==> src/rtl/gray_run_sched.sv <==
// gray_run_sched: one 3-bit Gray-code run-detector core shared by NCH serial bit channels.
// Macro GRAY_RUN_RR_EN selects round-robin arbitration; without it, fixed lowest-index priority.
module gray_run_sched #(
   parameter int NCH = 4
) (
   input  logic             clk,
   input  logic             rst_n,
   input  logic             clr,
   input  logic [NCH-1:0]   req,
   input  logic [NCH-1:0]   in,
   output logic [NCH-1:0]   gnt,
   output logic [NCH-1:0]   op,
   output logic [3*NCH-1:0] state
);

   logic [3*NCH-1:0] r_state;
   logic [NCH-1:0]   r_op;
   logic [NCH-1:0]   w_gnt;

   // Successor in the Gray run order; S7 (100) wraps to S0.
   function automatic logic [2:0] f_gray_next(input logic [2:0] s);
      logic [2:0] n;
      case (s)
         3'b000:  n = 3'b001;
         3'b001:  n = 3'b011;
         3'b011:  n = 3'b010;
         3'b010:  n = 3'b110;
         3'b110:  n = 3'b111;
         3'b111:  n = 3'b101;
         3'b101:  n = 3'b100;
         3'b100:  n = 3'b000;
         default: n = 3'b000;
      endcase
      return n;
   endfunction

`ifdef GRAY_RUN_RR_EN
   logic [2:0] r_ptr;

   function automatic logic [NCH-1:0] f_rr_pick(input logic [NCH-1:0] r, input logic [2:0] p);
      logic [NCH-1:0] g;
      logic           found;
      int             idx;
      g     = {NCH{1'b0}};
      found = 1'b0;
      for (int i = 0; i < NCH; i++) begin
         idx = (int'(p) + i) % NCH;
         if (!found && r[idx]) begin
            g[idx] = 1'b1;
            found  = 1'b1;
         end
      end
      return g;
   endfunction

   function automatic logic [2:0] f_ptr_after(input logic [NCH-1:0] g, input logic [2:0] p);
      logic [2:0] n;
      n = p;
      for (int k = 0; k < NCH; k++) begin
         if (g[k]) begin
            n = 3'((k + 1) % NCH);
         end
      end
      return n;
   endfunction

   // Grant search starts at the pointer; clr suppresses every grant.
   always_comb begin
      if (clr) begin
         w_gnt = {NCH{1'b0}};
      end else begin
         w_gnt = f_rr_pick(req, r_ptr);
      end
   end

   // Pointer moves past the accepted channel; no grant (including clr) holds it.
   always_ff @(posedge clk or negedge rst_n) begin
      if (!rst_n) begin
         r_ptr <= 3'd0;
      end else begin
         r_ptr <= f_ptr_after(w_gnt, r_ptr);
      end
   end
`else
   function automatic logic [NCH-1:0] f_fp_pick(input logic [NCH-1:0] r);
      logic [NCH-1:0] g;
      logic           found;
      g     = {NCH{1'b0}};
      found = 1'b0;
      for (int i = 0; i < NCH; i++) begin
         if (!found && r[i]) begin
            g[i]  = 1'b1;
            found = 1'b1;
         end
      end
      return g;
   endfunction

   // Lowest requesting index wins; clr suppresses every grant.
   always_comb begin
      if (clr) begin
         w_gnt = {NCH{1'b0}};
      end else begin
         w_gnt = f_fp_pick(req);
      end
   end
`endif

   // Shared core: only the granted channel advances; op pulses on the S7 -> S0 wrap.
   always_ff @(posedge clk or negedge rst_n) begin
      if (!rst_n) begin
         r_state <= {(3*NCH){1'b0}};
         r_op    <= {NCH{1'b0}};
      end else if (clr) begin
         r_state <= {(3*NCH){1'b0}};
         r_op    <= {NCH{1'b0}};
      end else begin
         for (int k = 0; k < NCH; k++) begin
            if (w_gnt[k]) begin
               r_state[3*k +: 3] <= in[k] ? f_gray_next(r_state[3*k +: 3]) : 3'b000;
               r_op[k]           <= in[k] & (r_state[3*k +: 3] == 3'b100);
            end else begin
               r_op[k] <= 1'b0;
            end
         end
      end
   end

   assign gnt   = w_gnt;
   assign op    = r_op;
   assign state = r_state;

endmodule

==> config.mk <==
export PLATFORM = sky130hd
export DESIGN_NAME = gray_run_sched
export DESIGN_NICKNAME = d
export VERILOG_FILES = /design/src/rtl/gray_run_sched.sv
export SDC_FILE = /design/constraint.sdc
export NUM_CORES = 1
export LEC_CHECK = 0
export ABC_CLOCK_PERIOD_IN_PS = 1150
export CAP_MARGIN = 0
export CORE_MARGIN = 4
export CORE_UTILIZATION = 40
export CTS_CLUSTER_DIAMETER = 80
export DETAILED_ROUTE_END_ITERATION = 10
export HOLD_SLACK_MARGIN = 0.05
export MAX_ROUTING_LAYER = met4
export PLACE_DENSITY = 0.77
export SYNTH_ARGS = -nofsm -noshare
export SYNTH_HDL_FRONTEND = slang
export SYNTH_SLANG_ARGS = --single-unit
==> constraint.sdc <==
create_clock -name clk -period 1.15 [get_ports clk]
set_clock_uncertainty 0.05 [all_clocks]
set_input_delay 0.1725 -clock clk [delete_from_list [all_inputs] [get_ports clk]]
set_output_delay 0.1725 -clock clk [all_outputs]
set_load 0.05 [all_outputs]
; After elaboration in Yosys (flattened, before gate mapping)
; Memory sizes are Yosys's and may differ from the RTL's.
; Cells that the tools add are included.
[op_classes]
n_addsub = 0
mul = 0
div_mod_pow = 0
n_lt_le_gt_ge = 0
n_eq_ne = 4
shift = 0
muxes = 24
bitwise_logic = 4
n_reduce_logical = 10
[ops]
columns = cell, n
row1 = 3-bit two-way mux, 8
row2 = 1-bit two-way mux, 13
row3 = "3-bit equality test, second input constant", 4
row4 = 12-bit two-way mux, 1
row5 = 4-bit two-way mux, 2
row6 = 2-bit nonzero test, 4
row7 = 1-bit AND, 4
row8 = 1-bit logical AND, 3
row9 = 1-bit logical NOT, 3
[totals]
reg_bits = 16
latch_bits = 0
mem_bits_rw = 0
romBits = 96
inputBits = 11
out_inout_bits = 20
mem_count = 4
[memory_table]
columns = name, words, width, read_ports, rd_clocked_by_memory_dff, write_ports, line_no
row1 = (no name shown), 8, 3, 1, 0, 0, 23  ; case (s)
row2 = (no name shown), 8, 3, 1, 0, 0, 23
row3 = (no name shown), 8, 3, 1, 0, 0, 23
row4 = (no name shown), 8, 3, 1, 0, 0, 23

; Depth between registers and ports, before layout
; Gate-level depths: netlist (run 1).
[logic_depth]
word_depth = 16
depth_mapped = 4

; Worst setup path before layout (run 1)
; No wires, ideal clock.
[synth_timing]
path_kind = input to output
from = in req[1]
to = out gnt[3]
arrival_ns = 1.367
required_time_ns = 0.928
setup_slack_ns = -0.440
path_stages = 2
path_buffers = 0
cell_sequence = or4b_4 -> nor2_1
[synth_between]
elab_chain_len = 11
[synth_rtl]
columns = element, line_no
row1 = start: declaration, 9  ; input logic [NCH-1:0] req,
row2 = 1-bit logical AND *, 91  ; if (!found && r[i]) begin
row3 = 1-bit two-way mux *, 91
row4 = 1-bit two-way mux *, 101  ; if (clr) begin
row5 = 1-bit logical NOT, 91
row6 = 1-bit logical AND, 91
row7 = 1-bit two-way mux *, 91
row8 = 1-bit two-way mux *, 101
row9 = 1-bit logical NOT *, 91
row10 = 1-bit logical AND *, 91
row11 = 1-bit two-way mux *, 91
row12 = 4-bit two-way mux *, 101
row13 = end: declaration, 11  ; output logic [NCH-1:0] gnt,
; Mark *: on every way between the ends. The rest lies on a longest branch, timed or not. The select of a mux whose other input is x is not followed.

; Final worst setup path (run 1)
[layout_timing]
from = in req[2]
to = out gnt[3]
[layout_between]
elab_chain_len = 7
[layout_rtl]
columns = element, line_no
row1 = 1-bit logical AND, 91
row2 = 1-bit two-way mux, 91
row3 = 1-bit two-way mux, 101
row4 = 1-bit logical NOT, 91
row5 = 1-bit logical AND, 91
row6 = 1-bit two-way mux, 91
row7 = 4-bit two-way mux, 101
; Every way passes these cells. The select of a mux whose other input is x is not followed.

==> qor.csv, run 1 <==
stage,metric,value,unit
pwr,combinational power share,0.232,
sta,fin crit share,1.14,
die,Die Wd,54.5,um
routing,Wirelength per Cell,15.8,um
sta,Fin. Hold Viols,0,
routing,first-pass detailed-route iteration total,4,
setup_path,kind of critical path,primary input to output port,
routing,Via density,5.38,
die,IO Count,31,
setup_path,delay of the slowest cell on the worst path,0.55,ns
setup_path,WP data arrival,1.09,ns
setup_path,Critical-path top delay cell,or4b_4,
sta,relative max-transition margin,0.810,
yosys,Syn. warnings,0,
routing,# DRC,0,
grt,largest net degree at the start of global routing,17,
clocking,H-tree depth,1,
yosys,Post-Syn Area,863,um^2
sta,Slew Limit Fails,0,
routing,DRT iter0 DRCs,28,
grt,gr ovfl total,0,
yosys,syn nets,96,
setup_path,Critical Path RT,0.93,ns
yosys,"top cells by area, synth","dfrtp_1 46%, a21oi_1 5.2%, nor2b_1 4.3%",
die,core box area,0.00200,mm^2
pwr,worst vdd ir,0.706,mV
sta,setup violators final,5,
die,Die Y-Extent,54.5,um
grt,Total GRT Usage,0.218,
die,Initial Util,0.431,
clocking,CTS max path bufs,2,
clocking,root buf cell,clkbuf_4,
cells_and_area,"commonest non-fill, non-tap cell in the layout",buf_12,
placement,dpl ws,-0.541,ns
sta,unrepaired setup endpoints after global routing,yes,
outcome,status,"finished, violations left",
clocking,clk_lat worst skew,0.30,ns
cells_and_area,most frequent cells in the layout,"21 x buf_12, 20 x buf_4, 12 x dfrtp_2",
routing,drt total wl,2670,um
setup_path,critical path startpoint category,primary input,
yosys,Syn Inst Count,85,
die,Core Rows,16,
cells_and_area,layout cells sized above 1,0.535,
cells_and_area,ANT cells,0,
sta,final worst slack,-0.160,ns
clocking,CTS Buf Count,3,
pwr,sequential power share,0.466,
pwr,Pleak,0.708,nW
yosys,post-synth top area share,0.464,
placement,gp weighted congestion,0.746,
routing,ANT nets after route,0,
yosys,number of library cell types mapped by synthesis,32,
clocking,"Reg clk slew, reported paths",0.09,ns
pwr,clock power share,0.302,
setup_path,Critical Path Fanout Max,2,
yosys,synthesized area per cell,10.2,um^2
pwr,Switching Share,0.271,
clocking,Sinks on Clock Net,16,
cells_and_area,Final nets,154,
yosys,Yosys reg bits,16,
cells_and_area,Final Core Density,0.838,
sta,Tmin final,1.31,ns
setup_path,CP Capture Type,output port,
routing,vias after detailed routing,910,
worst_hold_path,Hold WC Path Type,primary input to asynchronous set/reset pin,
setup_path,R2R Setup Slk,0.03,ns
die,die area,0.00297,mm^2
grt,first-pass GRT wire length,4310,um
placement,detailed-placement wirelength estimate,1830,um
placement,PortBufs,30,
setup_path,CP cell instances,buf_6 > or4b_4 > nor2_4 > buf_12,
yosys,cell taking the most area after synthesis,dfrtp_1,
outcome,failing checks,negative setup slack,
yosys,register area share after synthesis,0.464,
grt,vias in the first global route,927,
pwr,cell internal pwr,0.000913,W
sta,worst slew pin tran,0.284,ns
pwr,pwr dens,747,mW/mm^2
clocking,TritonCTS clock tree,yes,
flow_run,max-cap viol count,0,
sta,Fmax achieved,763,MHz
grt,initial antenna violation count,0,
cells_and_area,Layout area overhead,94.3,%
pwr,Tot Pwr,0.00125,W
pwr,Net Switching,0.000339,W
## logic make-up after synthesis
family	Yosys count	synth area share
and+or+nand+nor	42	0.342
xor gates and xnor gates	4	0.0406
DFF	16	0.464
buffers and inverters	4	0.0261
AOI/OAI and AO/OA	19	0.128
## synthesized netlist by cell type
cell type / count
dfrtp_1: 16
a21oi_1: 9
nor2b_1: 6
nand2_1: 5
nand3_1: 5
nand3b_1: 4
nor2_1: 4
o21ai_0: 4
nand2b_1: 3
xnor2_1: 3
a22o_1: 2
and2_1: 2
clkbuf_1: 2
o21ai_1: 2
and2b_1: 1
and4_1: 1
and4b_1: 1
buf_6: 1
inv_1: 1
nand3b_2: 1
nand4b_1: 1
nor2_2: 1
nor3b_1: 1
nor4_1: 1
nor4b_2: 1
nor4b_4: 1
o2bb2ai_1: 1
o32ai_1: 1
or2b_1: 1
or3b_4: 1
or4b_4: 1
xor2_1: 1
## worst max-delay path, delay by kind of cell
kind,cells,cell delay (ns)
and+or+nand+nor,2,0.68
buffers and inverters,2,0.23
## routing by layer
metal  vias up  global-route usage  share of wire
li1        422                   -              -
met1       445               0.227           0.39
met2        36               0.373           0.53
met3         7              0.0409          0.054
met4         0               0.145          0.029
met5         -                   -              0
## path summary, 6_finish.rpt
path,end,from,depth (start not counted)
worst max-delay path,gnt[3],req[2],4
worst min-delay path,op[3],rst_n,2
worst max register to register,op[3],state[9],3
worst min register to register,op[1],state[4],1
max in group asynchronous,state[6],rst_n,2
min in group clk,state[0],req[0],4
## power groups by stage
stage | registers [W] | clock network [W] | logic [W]
after global routing | 0.000585 | 0.000427 | 0.000310
after CTS | 0.000583 | 0.000382 | 0.000282
final | 0.000583 | 0.000378 | 0.000291
after floorplan | 0.000616 | 0 | 0.0000869
after detailed placement | 0.000597 | 0 | 0.000252
after global placement | 0.000596 | 0 | 0.000245
## state kept, by name (all words and copies together), names as in the netlist
signal,count
op,4
state,12
## metrics by stage
| stage | hold WS [ns] | area, um^2 | std cells | setup TNS [ns] |
|---|---|---|---|---|
| 6_report | 0.134 | 1680 | 169 | -0.397 |
| 5_1_grt | 0.138 | 1680 | 169 | -0.790 |
| 4_1_cts | 0.144 | 1640 | 165 | -0.415 |
| 3_5_place_dp | 0.467 | 1490 | 149 | -7.65 |
| 3_3_place_gp | 0.459 | 1490 | 149 | -7.20 |
| 2_1_floorplan | -0.173 | 898 | 85 | -0.194 |
## timing repair
action	4_1_cts	5_1_grt
hold buffers	0	0
pin swaps	5	9
gates resized for setup	26	5
endpoints found under the setup margin	22	18
setup buffers	12	4
gates cloned	0	0
## cell type report
| type | instances | area, um^2 |
|---|---|---|
| repair buffers | 56 | 718 |
| multi-input cells | 65 | 470 |
| flip-flops and latches | 16 | 415 |
| fillers | 99 | 324 |
| clock buffers | 4 | 36.3 |
| well taps | 27 | 33.8 |
| inverters | 1 | 3.75 |
Note: power is estimated with default switching activity, not from simulation.
==> inputs of run 2 (changes only) <==
==> config.mk (replaced) <==
export PLATFORM = sky130hd
export DESIGN_NAME = gray_run_sched
export DESIGN_NICKNAME = d
export VERILOG_FILES = /design/src/rtl/gray_run_sched.sv
export SDC_FILE = /design/constraint.sdc
export NUM_CORES = 1
export LEC_CHECK = 0
export ABC_CLOCK_PERIOD_IN_PS = 1060
export CAP_MARGIN = 0
export CORE_MARGIN = 4
export CORE_UTILIZATION = 39
export CTS_CLUSTER_DIAMETER = 80
export DETAILED_ROUTE_END_ITERATION = 10
export HOLD_SLACK_MARGIN = 0.05
export MAX_ROUTING_LAYER = met4
export PLACE_DENSITY = 0.78
export SYNTH_ARGS = -nofsm -noshare
export SYNTH_HDL_FRONTEND = slang
export SYNTH_SLANG_ARGS = --single-unit
==> constraint.sdc (replaced) <==
create_clock -name clk -period 1.06 [get_ports clk]
set_clock_uncertainty 0.05 [all_clocks]
set_input_delay 0.159 -clock clk [delete_from_list [all_inputs] [get_ports clk]]
set_output_delay 0.159 -clock clk [all_outputs]
set_load 0.05 [all_outputs]
==> run 2 against run 1 <==
Effect of this change: the flow still finishes with violations (negative setup slack); wire length increased by 50%; combinational power increased by 31%; flip-flop and latch count unchanged; cell count increased by 5.3%; critical path depth unchanged; die area increased by 2.2%; design area increased by 13%; non-clock buffer count increased by 9; critical path type unchanged.
==> qor.csv, run 2 (synthesized netlist as in run 1, its figures left out) <==
stage,metric,value,unit,change
outcome,status,"finished, violations left",,
outcome,failing checks,negative setup slack,,
sta,Fmax achieved,762,MHz,
die,core box area,0.00202,mm^2,+1.0%
routing,first-pass detailed-route iteration total,4,,unchanged
sta,final worst slack,-0.253,ns,-0.0929 ns
placement,# placed instances,145,,-2.7%
clocking,CTS Buf Count,3,,unchanged
die,Die Y-Extent,55.1,um,+1.1%
cells_and_area,ANT cells,0,,unchanged
pwr,combinational power share,0.265,,+0.033
sta,unrepaired setup endpoints after global routing,yes,,
routing,ANT nets after route,0,,unchanged
grt,gr ovfl total,0,,unchanged
placement,gp weighted congestion,0.705,,-5.5%
routing,DRT iter0 DRCs,23,,-18%
grt,initial antenna violation count,0,,unchanged
setup_path,critical path startpoint category,primary input,,
grt,GR met1 Demand/Resource,0.253,,+0.0261
pwr,worst vdd ir,0.796,mV,+13%
cells_and_area,Final nets,163,,+5.8%
placement,PortBufs,30,,unchanged
routing,Wirelength per Cell,22.4,um,+42%
setup_path,kind of critical path,primary input to output port,,
setup_path,reg2reg start,state[1],,
cells_and_area,"commonest non-fill, non-tap cell in the layout",buf_4,,
setup_path,WP data arrival,1.10,ns,about the same
routing,vias after detailed routing,1040,,+14%
clocking,CTS max path bufs,2,,unchanged
pwr,cell internal pwr,0.00102,W,+12%
grt,first-pass GRT wire length,4660,um,+8.3%
pwr,Net Switching,0.000410,W,+21%
placement,placed cell area,0.00148,mm^2,-0.42%
cells_and_area,most frequent cells in the layout,"23 x buf_4, 21 x buf_12, 13 x buf_6",,
setup_path,CP Capture Type,output port,,
routing,# DRC,0,,unchanged
setup_path,Critical Path RT,0.85,ns,-0.08 ns
die,Die Wd,55.1,um,+1.1%
pwr,Tot Pwr,0.00143,W,+14%
cells_and_area,fillers,57,,-42%
pwr,pwr dens,756,mW/mm^2,+1.2%
sta,Tmin final,1.31,ns,
setup_path,CP cell instances,buf_8 > or4b_4 > nor2_4 > buf_12,,
cells_and_area,number of flip-flops in the largest register,12,,unchanged
grt,grt met3 use,0.0429,,+0.00202
grt,largest net degree at the start of global routing,17,,unchanged
clocking,"Reg clk slew, reported paths",0.11,ns,+0.02 ns
pwr,Switching Share,0.286,,+0.0156
clocking,TritonCTS clock tree,yes,,
die,Core Rows,16,,unchanged
die,IO Count,31,,unchanged
cells_and_area,Layout Cells excl Fill,178,,+5.3%
worst_hold_path,Hold WC Path Type,primary input to asynchronous set/reset pin,,
cells_and_area,"Design Area, Final",0.00189,mm^2,+13%
sta,fin crit share,1.24,,
pwr,sequential power share,0.443,,-0.023
sta,Slew Limit Fails,0,,unchanged
pwr,Pleak,0.811,nW,+15%
routing,Via density,5.84,,+8.5%
placement,detailed-placement wirelength estimate,1810,um,-1.3%
clocking,Sinks on Clock Net,16,,unchanged
clocking,root buf cell,clkbuf_4,,
grt,vias in the first global route,962,,+3.8%
die,die area,0.00303,mm^2,+2.2%
grt,GRT Max-Usage Layer,met2,,
grt,met2 usage,0.400,,+0.0271
clocking,clk_lat worst skew,0.29,ns,about the same
routing,drt total wl,4000,um,+50%
flow_run,max-cap viol count,0,,unchanged
sta,worst slew pin tran,0.289,ns,+0.00553 ns
grt,Total GRT Usage,0.232,,+0.0137
setup_path,delay of the slowest cell on the worst path,0.57,ns,+0.02 ns
cells_and_area,Layout area overhead,119,%,
sta,setup violators final,29,,+24
cells_and_area,layout cells sized above 1,0.689,,+0.154
sta,Fin. Hold Viols,0,,unchanged
setup_path,Critical-path top delay cell,or4b_4,,
pwr,clock power share,0.292,,-0.010
setup_path,crit path from,req[2],,
setup_path,Critical Path Fanout Max,4,,+2
clocking,H-tree depth,1,,unchanged
sta,relative max-transition margin,0.807,,-0.00320
die,Initial Util,0.427,,-0.00427
[run 2: cell types whose count changed in the layout (fill, tap and decap cells not counted), moves of 3 or more]
| cell | delta |
|---|---|
| o21ai_2 | +4 |
| buf_6 | +6 |
| a21oi_1 | -5 |
| a21oi_2 | +5 |
| xnor2_2 | +3 |
| xnor2_1 | -3 |
| buf_4 | +3 |
[run 2: timing repair]
| action | CTS | global route |
|---|---|---|
| setup buffers | 23 | 6 |
| pin swaps | 7 | 13 |
| hold buffers | 0 | 0 |
| endpoints found under the hold margin | 0 | 0 |
| gates resized for setup | 27 | 35 |
| endpoints found under the setup margin | 33 | 31 |
[run 2: worst max-delay path, delay by kind of cell]
family,cells,cell delay [ns]
and+or+nand+nor,2,0.70
buffers and inverters,2,0.24
[run 2: layout make-up]
cell class,count,area [um^2],area share
tap,27,33.8,0.0178
clock buffer,4,36.3,0.0192
timing repair buffer,65,822,0.434
sequential,16,415,0.219
inverter,1,6.26,0.00330
multi-input combinational,65,579,0.306
[run 2: power groups by stage]
stage / combinational, W / clock [W] / sequential, W
finish: 0.000380 / 0.000418 / 0.000633
detailed placement: 0.000274 / 0 / 0.000647
floorplan: 0.0000983 / 0 / 0.000669
CTS: 0.000316 / 0.000420 / 0.000631
global route: 0.000396 / 0.000459 / 0.000635
global placement: 0.000266 / 0 / 0.000647
[run 2: path summary, 6_finish.rpt]
check,end,slack (ns),depth (start not counted)
max,gnt[3],-0.25,4
min,op[3],0.15,2
max reg2reg,state[0],-0.10,4
min reg2reg,op[3],0.57,2
max in group asynchronous,state[5],0.60,2
min in group clk,state[3],0.25,3
[run 2: routing by layer]
layer,vias to the layer above,wire length (um)
met5,-,0
met4,0,132
met3,14,215
met2,54,2100
met1,531,1550
li1,441,-
[run 2: metrics by stage]
step            util  setup slack, ns  hold slack [ns]  TNS, ns
4_1_cts        0.845           -0.268            0.104    -1.22
3_3_place_gp   0.733           -0.597            0.450    -8.82
3_5_place_dp   0.733           -0.615            0.453    -9.54
5_1_grt        0.936           -0.262            0.165    -2.72
2_1_floorplan      -           -0.136           -0.187   -0.380
6_report       0.936           -0.253            0.151    -1.71
==> inputs of run 3 (changes only) <==
--- a/config.mk
+++ b/config.mk
@@ -5,15 +5,16 @@
 export SDC_FILE = /design/constraint.sdc
 export NUM_CORES = 1
 export LEC_CHECK = 0
+export ABC_AREA = 1
 export ABC_CLOCK_PERIOD_IN_PS = 1060
 export CAP_MARGIN = 0
 export CORE_MARGIN = 4
-export CORE_UTILIZATION = 39
+export CORE_UTILIZATION = 38
 export CTS_CLUSTER_DIAMETER = 80
 export DETAILED_ROUTE_END_ITERATION = 10
 export HOLD_SLACK_MARGIN = 0.05
 export MAX_ROUTING_LAYER = met4
-export PLACE_DENSITY = 0.78
+export PLACE_DENSITY = 0.77
 export SYNTH_ARGS = -nofsm -noshare
 export SYNTH_HDL_FRONTEND = slang
 export SYNTH_SLANG_ARGS = --single-unit
==> run 3 against run 2 <==
Effect of this change: the run still ends with negative setup slack left; combinational power down 23%; clock power down 27%; maximum frequency up 19%; first-iteration DRC count up 4.3%; critical endpoint is now state[3].
==> qor.csv, run 3 <==
stage,metric,value,unit,change
sta,final worst slack,-0.0413,ns,+0.212 ns
yosys,Syn. warnings,0,,unchanged
grt,largest net degree at the start of global routing,17,,unchanged
worst_hold_path,Hold WC Path Type,primary input to asynchronous set/reset pin,,
sta,setup TNS,-0.252,ns,+1.46 ns
routing,Via density,4.80,,-18%
grt,initial antenna violation count,0,,unchanged
die,die area,0.00295,mm^2,-2.6%
outcome,failing checks,negative setup slack,,
grt,first-pass GRT wire length,4070,um,-13%
cells_and_area,Layout Cells excl Fill,192,,+7.9%
setup_path,CP cell instances,buf_12,,
yosys,post-synth top area share,0.491,,+0.0270
sta,Slew Limit Fails,0,,unchanged
clocking,H-tree depth,1,,unchanged
clocking,Sinks on Clock Net,16,,unchanged
setup_path,kind of critical path,flop to output port,,
yosys,Syn Inst Count,105,,+24%
yosys,most frequently used cell type in the post-synthesis netlist,nand2_1,,
setup_path,r2r endpoint,state[5],,
clocking,CTS max path bufs,2,,unchanged
routing,Wirelength per Cell,13.0,um,-42%
routing,DRT iter0 DRCs,24,,+4.3%
cells_and_area,"commonest non-fill, non-tap cell in the layout",nand2_1,,
cells_and_area,Final nets,178,,+9.2%
sta,relative max-transition margin,0.859,,+0.0519
yosys,"EDFF count, synth",0,,unchanged
cells_and_area,fillers,120,,+110%
setup_path,Crit path max-delay family,flip-flops,,
cells_and_area,layout cells sized above 1,0.539,,-0.149
sta,worst slew pin tran,0.212,ns,-0.0773 ns
yosys,Main synth FF type,dfrtp_1,,
cells_and_area,Seq. cell area,415,um^2,unchanged
yosys,largest family of logic cells by synthesized area,simple AND/OR/NAND/NOR gates,,
routing,# DRC,0,,unchanged
clocking,CTS Buf Count,3,,unchanged
yosys,Adder-Cell Fraction of Synth Area,0,,unchanged
pwr,Pleak,0.739,nW,-8.9%
outcome,status,"finished, violations left",,
yosys,number of library cell types mapped by synthesis,15,,-53%
grt,Total GRT Usage,0.197,,-0.0347
setup_path,R2R Setup Slk,0.04,ns,+0.14 ns
die,Die Y-Extent,54.3,um,-1.3%
die,Die Wd,54.3,um,-1.3%
sta,fin crit share,1.04,,-0.200
placement,PortBufs,30,,unchanged
clocking,root buf cell,clkbuf_4,,
die,Initial Util,0.407,,-0.0195
sta,Tmin final,1.10,ns,-0.212 ns
cells_and_area,ANT cells,0,,unchanged
die,core box area,0.00200,mm^2,-0.99%
die,Core Rows,16,,unchanged
placement,gp weighted congestion,0.746,,+5.7%
cells_and_area,"Design Area, Final",0.00165,mm^2,-13%
yosys,asr flop ratio synth,1.00,,unchanged
pwr,worst vdd ir,0.932,mV,+17%
yosys,Yosys reg bits,16,,unchanged
clocking,"Reg clk slew, reported paths",0.09,ns,-0.02 ns
setup_path,delay of the slowest cell on the worst path,0.46,ns,-0.11 ns
yosys,complex-gate fraction of the synthesized area,0.0966,,-0.0309
cells_and_area,number of flip-flops in the largest register,12,,unchanged
pwr,pwr dens,747,mW/mm^2,-1.2%
yosys,cell taking the most area after synthesis,dfrtp_1,,
cells_and_area,Layout area overhead,102,%,
cells_and_area,multi-input gate area in the final layout,420,um^2,-27%
placement,detailed-placement wirelength estimate,1770,um,-1.8%
clocking,# hold bufs at CTS,0,,unchanged
clocking,TritonCTS clock tree,yes,,
placement,placed cell area,0.00146,mm^2,-1.8%
setup_path,CP Capture Type,output port,,
sta,setup violators final,12,,-59%
setup_path,WP data arrival,0.89,ns,-0.21 ns
yosys,syn nets,116,,+21%
setup_path,WP buf/inv,1,,-1
setup_path,Critical Path Fanout Max,3,,-1
setup_path,instance count on the critical path,1,,-3
yosys,Synth Area in Simple Gates,0.336,,-0.00614
cells_and_area,Final Core Density,0.822,,-0.114
routing,ANT nets after route,0,,unchanged
yosys,Post-Synth XOR/XNOR Area,0.0215,,-0.0191
yosys,mux cell area share after synthesis,0,,unchanged
setup_path,Critical-path top delay cell,dfrtp_2,,
placement,dpl ws,-0.357,ns,+0.257 ns
placement,# placed instances,173,,+19%
grt,gr ovfl total,0,,unchanged
sta,Fin. Hold Viols,0,,unchanged
yosys,Post-Syn Area,816,um^2,-5.5%
routing,vias after detailed routing,921,,-11%
clocking,clk_lat worst skew,0.27,ns,-0.02 ns
yosys,Post-synth top cells,"31 x nand2_1, 16 x dfrtp_1, 11 x inv_1, 11 x nand3_1, 11 x o21ai_0",,
sta,unrepaired setup endpoints after global routing,yes,,
routing,first-pass detailed-route iteration total,4,,unchanged
yosys,synthesized area per cell,7.77,um^2,-24%
yosys,"top cells by area, synth","dfrtp_1 49%, nand2_1 14%, nand3_1 6.7%",,
flow_run,max-cap viol count,0,,unchanged
setup_path,critical path startpoint category,flop,,
grt,vias in the first global route,925,,-3.8%
yosys,register area share after synthesis,0.491,,+0.0270
setup_path,reg2reg start,state[3],,
setup_path,R2R cell count,3,,-1
die,IO Count,31,,unchanged
cells_and_area,most frequent cells in the layout,"27 x nand2_1, 23 x buf_4, 21 x buf_12",,
sta,Fmax achieved,908,MHz,+19%
routing,drt total wl,2500,um,-38%
setup_path,Critical Path RT,0.85,ns,about the same
[run 3: logic make-up after synthesis]
kind of cell / count (synthesis)
AO/OA/AOI/OAI: 14
AND/OR/NAND/NOR: 61
XOR/XNOR: 2
flip-flops: 16
buffers and inverters: 12
[run 3: area by class of cell]
class,count,area share
repair buffers,57,0.430
multi-input cells,77,0.256
flip-flops and latches,16,0.252
inverters,12,0.0274
well taps,27,0.0205
clock buffers,3,0.0137
[run 3: worst max path at each step]
stage | from | to | slack, ns
2_1_floorplan | state[10] | state[11] | 0.005
3_3_place_gp | req[0] | gnt[3] | -0.34
3_5_place_dp | req[0] | state[5] | -0.36
4_1_cts | state[3] | state[3] | -0.05
5_1_grt | state[3] | state[3] | -0.09
6_report | state[3] | state[3] | -0.04
[run 3: metal layers]
metal | GRT usage | up-vias | part of all wire
met1 | 0.213 | 437 | 0.37
met4 | 0.0664 | 0 | 0.012
met3 | 0.0327 | 4 | 0.053
li1 | - | 455 | -
met5 | - | - | 0
met2 | 0.363 | 25 | 0.56
[run 3: stage by stage]
| stage | hold WS, ns | power (W) |
|---|---|---|
| 2_1_floorplan | -0.187 | 0.000737 |
| 3_3_place_gp | 0.450 | 0.000897 |
| 3_5_place_dp | 0.449 | 0.000903 |
| 4_1_cts | 0.158 | 0.00123 |
| 5_1_grt | 0.156 | 0.00129 |
| 6_report | 0.155 | 0.00123 |
[run 3: what timing repair did]
action	4_1_cts	5_1_grt
pin swaps	4	10
setup buffers	13	3
endpoints found under the setup margin	28	30
gates cloned	0	0
resized for setup	20	23
hold endpoints to repair	0	0
[run 3: report_power, final]
part	leakage [nW]	total (W)	internal, W	switching, W
combinational	0.522	0.000292	0.000140	0.000151
clock	0.0138	0.000306	0.000131	0.000175
sequential	0.202	0.000632	0.000619	0.0000124
total	0.739	0.00123	0.000891	0.000339
